==> src/rtl/vr_slice_serializer.sv <==
// Word-to-slice serializer: a two-entry input FIFO feeds a shift register that
// emits each packed word as NUM_SLICES narrow slices, LSB slice first.
module vr_slice_serializer #(
   parameter int SLICE_W    = 5,
   parameter int NUM_SLICES = 4,
   parameter int ODD_PARITY = 0
) (
   input  logic                            clk,
   input  logic                            rst,
   input  logic                            in_valid,
   output logic                            in_ready,
   input  logic [SLICE_W*NUM_SLICES-1:0]   in_data,
   output logic                            out_valid,
   input  logic                            out_ready,
   output logic [SLICE_W-1:0]              out_data,
   output logic [$clog2(NUM_SLICES)-1:0]   out_idx,
   output logic                            out_first,
   output logic                            out_last,
   output logic                            out_parity,
   output logic [7:0]                      word_cnt,
   output logic                            busy
);

   localparam int W     = SLICE_W * NUM_SLICES;
   localparam int IDX_W = $clog2(NUM_SLICES);
   localparam logic [IDX_W-1:0] LAST_IDX = IDX_W'(NUM_SLICES - 1);
   localparam logic PAR_FLIP = (ODD_PARITY != 0);

   typedef enum logic {
      IDLE,
      SHIFT
   } state_t;

   state_t            state;
   state_t            stateNext;
   logic [W-1:0]      fifoMem [2];
   logic              wrPtr;
   logic              rdPtr;
   logic [1:0]        count;
   logic [1:0]        countNext;
   logic [W-1:0]      sr;
   logic [IDX_W-1:0]  idx;
   logic              push;
   logic              pop;
   logic              advance;
   logic              lastSlice;
   logic              wordDone;

   // Next-state logic: a pop loads the shift register, either from IDLE or
   // back-to-back when the final slice of the current word is accepted.
   always_comb begin
      stateNext = state;
      pop       = 1'b0;
      advance   = 1'b0;
      wordDone  = 1'b0;
      lastSlice = (idx == LAST_IDX);
      push      = in_valid && in_ready;
      case (state)
         IDLE: begin
            if (count != 2'd0) begin
               pop       = 1'b1;
               stateNext = SHIFT;
            end
         end
         SHIFT: begin
            if (out_ready) begin
               if (!lastSlice) begin
                  advance = 1'b1;
               end else begin
                  wordDone = 1'b1;
                  if (count != 2'd0) begin
                     pop = 1'b1;
                  end else begin
                     stateNext = IDLE;
                  end
               end
            end
         end
         default: stateNext = IDLE;
      endcase
      countNext = count + {1'b0, push} - {1'b0, pop};
   end

   always_ff @(posedge clk or posedge rst) begin
      if (rst) begin
         state <= IDLE;
      end else begin
         state <= stateNext;
      end
   end

   // in_ready is registered from the post-update occupancy, so it stays low
   // for the whole cycle in which the FIFO is full even if a pop happens.
   always_ff @(posedge clk or posedge rst) begin
      if (rst) begin
         fifoMem[0] <= '0;
         fifoMem[1] <= '0;
         wrPtr      <= 1'b0;
         rdPtr      <= 1'b0;
         count      <= 2'd0;
         in_ready   <= 1'b0;
      end else begin
         if (push) begin
            fifoMem[wrPtr] <= in_data;
            wrPtr          <= ~wrPtr;
         end
         if (pop) begin
            rdPtr <= ~rdPtr;
         end
         count    <= countNext;
         in_ready <= (countNext != 2'd2);
      end
   end

   always_ff @(posedge clk or posedge rst) begin
      if (rst) begin
         sr       <= '0;
         idx      <= '0;
         word_cnt <= 8'd0;
      end else begin
         if (pop) begin
            sr  <= fifoMem[rdPtr];
            idx <= '0;
         end else if (advance) begin
            sr  <= sr >> SLICE_W;
            idx <= idx + 1'b1;
         end
         if (wordDone) begin
            word_cnt <= word_cnt + 8'd1;
         end
      end
   end

   // Markers and parity are gated by out_valid so every output reads 0 in reset.
   assign out_valid  = (state == SHIFT);
   assign out_data   = sr[SLICE_W-1:0];
   assign out_idx    = idx;
   assign out_first  = out_valid & (idx == '0);
   assign out_last   = out_valid & lastSlice;
   assign out_parity = out_valid & ((^out_data) ^ PAR_FLIP);
   assign busy       = (count != 2'd0) || (state != IDLE);

endmodule

==> config.mk <==
export PLATFORM = sky130hd
export DESIGN_NAME = vr_slice_serializer
export DESIGN_NICKNAME = d
export VERILOG_FILES = /design/src/rtl/vr_slice_serializer.sv
export SDC_FILE = /design/constraint.sdc
export NUM_CORES = 1
export LEC_CHECK = 0
export BUFFER_PORTS_ARGS = -buffer_cell sky130_fd_sc_hd__clkbuf_2
export CORE_MARGIN = 2
export CORE_UTILIZATION = 42
export DETAILED_ROUTE_END_ITERATION = 8
export GPL_ROUTABILITY_DRIVEN = 0
export GPL_TIMING_DRIVEN = 0
export PLACE_DENSITY = 0.68
export SLEW_MARGIN = 20
export SYNTH_ARGS = -nofsm -noshare
export SYNTH_HDL_FRONTEND = slang
export SYNTH_SLANG_ARGS = --single-unit
==> constraint.sdc <==
create_clock -name clk -period 3.38 [get_ports clk]
set_input_delay 0.676 -clock clk [delete_from_list [all_inputs] [get_ports clk]]
set_output_delay 0.676 -clock clk [all_outputs]
set_load 0.02 [all_outputs]
* Word-level counts from Yosys, hierarchy flattened
Cells that the tools add are included.
Cells by class: $add $sub $neg 4, $mul 0, divide/modulo/power cells 0, magnitude comparators 3, equality and inequality tests 2, shift-type cells 0, multiplexer cells 23, bitwise gates (word level) 8, reductions and logical operators 7
Operators by type and width (count):
- 20-bit 2-to-1 mux | 6
- 40-bit bitwise mux | 1
- 20-bit demux with 1-bit select | 1
- 1-bit 2-to-1 mux | 11
- 8-bit by 1-bit adder with 8-bit output, second input constant | 1
- 5-bit parity | 1
- 2-bit greater-or-equal comparator, second input constant | 2
- 2-bit 2-to-1 mux | 2
- 1-bit inverter with 2-bit output | 2
- 1-bit case mux with 2 select lines | 2
- 2-bit nonzero test | 2
- 1-bit bitwise AND | 3
- 1-bit inverter | 3
- 2-bit by 1-bit adder with 2-bit output | 1
- 2-bit by 1-bit adder with 2-bit output, second input constant | 1
- 2-bit equality test, second input constant | 1
- 1-bit logical AND | 2
- 2-bit logical NOT | 1
- 2-bit by 1-bit less-than comparator with 1-bit output, second input constant | 1
- 2-bit != test, second input constant | 1
- 2-bit by 1-bit subtractor with 2-bit output | 1
- 1-bit logical OR | 1
Word-level totals: register bits after elaboration 76, bits in latches 0, memory bits (writable) 0, memory bits (read-only) 0, bits of input ports 24, output and inout bits 21, logic and storage cells 57, memories kept 0

* Longest topological paths before layout
depth in word-level cells 7, gate-level depth with buffers 8, gate-level depth less buffers 8

* Worst setup path before layout
OpenSTA, ideal clock, no wires.
path kind register to register, start point reg idx[1] (netlist: out_idx[1]), end point reg in_ready, setup time 0.124 ns, arrival time 1.973 ns, required time 3.256 ns, slack 1.282 ns, cell stages (with the launch flop) 9, buffers on the path 0, clock period less this slack 2.098 ns, cells stage by stage dfrtp_1 ha_1 a21boi_4 nor2_2 xnor2_1 ha_1 xnor2_1 nor2b_1 mux2i_1
Between the ends: word-level cells in the longest chain between the ends 6
RTL lines:
- from (decl) | RTL line 42 | logic [IDX_W-1:0] idx;
- from (signal assigned) | RTL line 126 | idx <= idx + 1'b1;
- 2-bit equality test | RTL line 56 | lastSlice = (idx == LAST_IDX);
- 1-bit 2-to-1 mux | RTL line 67 | if (!lastSlice) begin
- 1-bit 2-to-1 mux | RTL line 66 | if (out_ready) begin
- 1-bit case mux with 2 select lines | RTL line 58 | case (state)
- 2-bit by 1-bit subtractor with 2-bit output | RTL line 81 | countNext = count + {1'b0, push} - {1'b0, pop};
- 2-bit != test | RTL line 111 | in_ready <= (countNext != 2'd2);
- to (signal assigned) | RTL line 111
- to (decl) | RTL line 11 | output logic in_ready,
No other way between the ends. A chain may end at the register's enable or synchronous reset.

* Worst setup path in the final report
start point reg idx[0] (netlist: out_idx[0]), end point reg in_ready
The elaborated chain is that of the path after synthesis.

==> metrics.txt <==
largest family of logic cells by synthesized area multiplexers; CTS tree done; CP cell instances ha_1 -> a21boi_4 -> nor2_2 -> xnor2_1 -> ha_1 -> xnor2_1 -> nor2b_1 -> mux2i_1; vias per inst 5.08; metal2 WL 2.89 mm; FILL cells 746; WL per Instance 15.1 um; most frequent cells in the layout dfrtp_1 (76), clkbuf_2 (44), mux2_2 (41), mux2i_1 (26), nor3_1 (15); GRT Total Usage 0.159; Rows 33; worst reg2reg path startpoint out_idx[0]; Worst Setup Path Type flip-flop to flip-flop; Max Clock Freq 0.422 GHz; CP Depth 8; Synth Area in Compound Gates 0.0613; diodes inserted 0; synthesized flop and latch total 76; Synth top area share 0.552; pre-CTS WS 956 ps; buffers added on ports 44; FF+latch area 0.00190 mm^2; layout cells sized above 1 0.420; die height 94.6 um; worst reg2reg path depth 8; met3 WL 259 um; Simple-Gate Fraction of Synth Area 0.0791; Max stage delay on crit path 480 ps; final non-filler cell total 419; Top Layer Used met4; CTS sink count 76; Setup Buffers After CTS 0; Worst Setup SP out_idx[0]; Nets 338; most common cell after layout, fill and taps aside dfrtp_1; Initial Util 0.426; Final ANT Viol Nets 0; largest net degree at the start of global routing 49; Bufs on Longest Clock Path 2; Arr. time, crit path 2590 ps; count of final setup violators 0; Critical-path top delay cell nor2_2; hpwl dp 4.49 mm; slew of the pin with the lowest slew margin 607 ps; final setup margin 1010 ps; Post-Route Utilization 0.501; sequential fraction of the synthesis area 0.552; max-cap viol count 0; drt first pass iters 4; worst reg2reg endpoint in_ready; CP endpoint kind flip-flop; class of the worst hold path input port to async pin; initial DRC count 134; CP Max Fanout 9; asr flop ratio synth 1.00; startpoint types flip-flop; WP buf/inv 0; Post-Syn Nets 282; total grt overflow 0; die width 94.6 um; synth unique cells 35; RSZ-0062 raised after global routing no; via count 2127; Tcrit/Tclk final 0.701; min Tclk post-route 2370 ps; Worst R2R Setup Slack 1010 ps; CORE AREA 0.00809 mm^2; Post-Syn Instances 254; placed instance count 404; IO Count 45; area of the multi-input gates 0.00139 mm^2; Lkg Pwr 1.91 nW; EDFF count, synth 0; CTS Buf Count 9; Final Hold Fails 0; Post-Synth XOR/XNOR Area 0.0396; DR DRC count 0; Synth Cell Area 0.00345 mm^2; Synth area leaders dfrtp_1 (55%), mux2_2 (13%), mux2i_1 (7.5%); yosys warns 0; run status complete, no violations; Root Driver clkbuf_8; M1 WL 3.13 mm; VDD IR-drop max 290 uV; Clock Latency Late Sink 340 ps; Synth Area in Adders 0.0145; global-route wire length before repair 10.7 mm; Final Max Tran Viols 0; CTS H-Tree Depth 3; # hold bufs at CTS 0; power per cell area 978 mW/mm^2; area grow syn2layout 17.6%; Slew HR 0.594; Clock Pin Slew Worst Setup and Hold Paths 80 ps; number of global-route vias before repair 2141; ys flop type dfrtp_1; worst clock skew 11.5 ps; initial antenna violation count 0; Largest delay share family, worst path simple AND/OR/NAND/NOR gates; Synth area leader dfrtp_1; multiplexer share of the synthesized area 0.209; Syn Area/Cell 13.6 um^2; # resized after CTS 0; Worst EP required 3600 ps; WL final 6.31 mm; Setup crit end in_ready; Die ar. 0.00895 mm^2
## logic make-up after synthesis
family / after synthesis
and+or+nand+nor: 52
DFF: 76
adders and majority gates: 4
muxes: 67
xor gates and xnor gates: 14
AOI/OAI and AO/OA: 20
buffers and inverters: 21
## per-layer routing
metal	global-route usage	vias to the layer above
li1	-	1028
met1	0.230	1043
met2	0.233	50
met3	0.0407	6
met4	0.0580	0
met5	0	-
## worst min-delay path by stage
stage / from / to
after CTS: rst / out_idx[0]
after global routing: rst / out_idx[0]
after floorplan: wrPtr / wrPtr
after detailed placement: word_cnt[7] / word_cnt[7]
after global placement: word_cnt[7] / word_cnt[7]
final: rst / word_cnt[5]
## final cells by class
type                    count  share of cell area
clock buffers              11              0.0374
flip-flops and latches     76               0.469
plain buffers              18              0.0349
clock inverters             4              0.0179
repair buffers             45              0.0611
multi-input cells         157               0.344
well taps                 105              0.0324
inverters                   3             0.00340
## Yosys cell counts (2+ instances only)
cell type and n:
a21oi_1 2, a221o_1 10, a221o_2 5, and2_1 2, and3_1 2, and4_1 2
buf_2 5, buf_4 7, buf_6 4, dfrtp_1 76, ha_1 4, inv_1 3
mux2_2 41, mux2i_1 26, nand2_1 14, nand3_1 4, nand4_1 2, nor2_1 2
nor3_1 15, or2_2 2, xnor2_1 10, xor2_1 3
## worst register-to-register path, cell delays in order, from the launching register on
cell and delay [ps]:
dfrtp_1 400, ha_1 320, a21boi_4 140, nor2_2 480, xnor2_1 160, ha_1 220
xnor2_1 270, nor2b_1 180, mux2i_1 70
## power by group
part / switching (W) / internal (W)
registers: 0.000269 / 0.00133
logic: 0.000765 / 0.000831
clock network: 0.000316 / 0.000451
total: 0.00135 / 0.00261
## per-stage QoR
step	total power, W	setup TNS [ps]	instance area [um^2]	hold WS, ps
final	0.00396	0	4050	312
after global routing	0.00426	0	4050	315
after CTS	0.00401	0	4050	305
after detailed placement	0.00323	0	3830	469
after global placement	0.00318	-4250	3800	460
after floorplan	0.00282	0	3450	461
## registers in the layout (all words and copies together), names as in the netlist
signal     count
wrPtr          1
out_valid      1
rdPtr          1
out_idx        2
fifoMem       40
in_ready       1
word_cnt       8
sr            20
count          2
(Power assumes the default switching activity.)
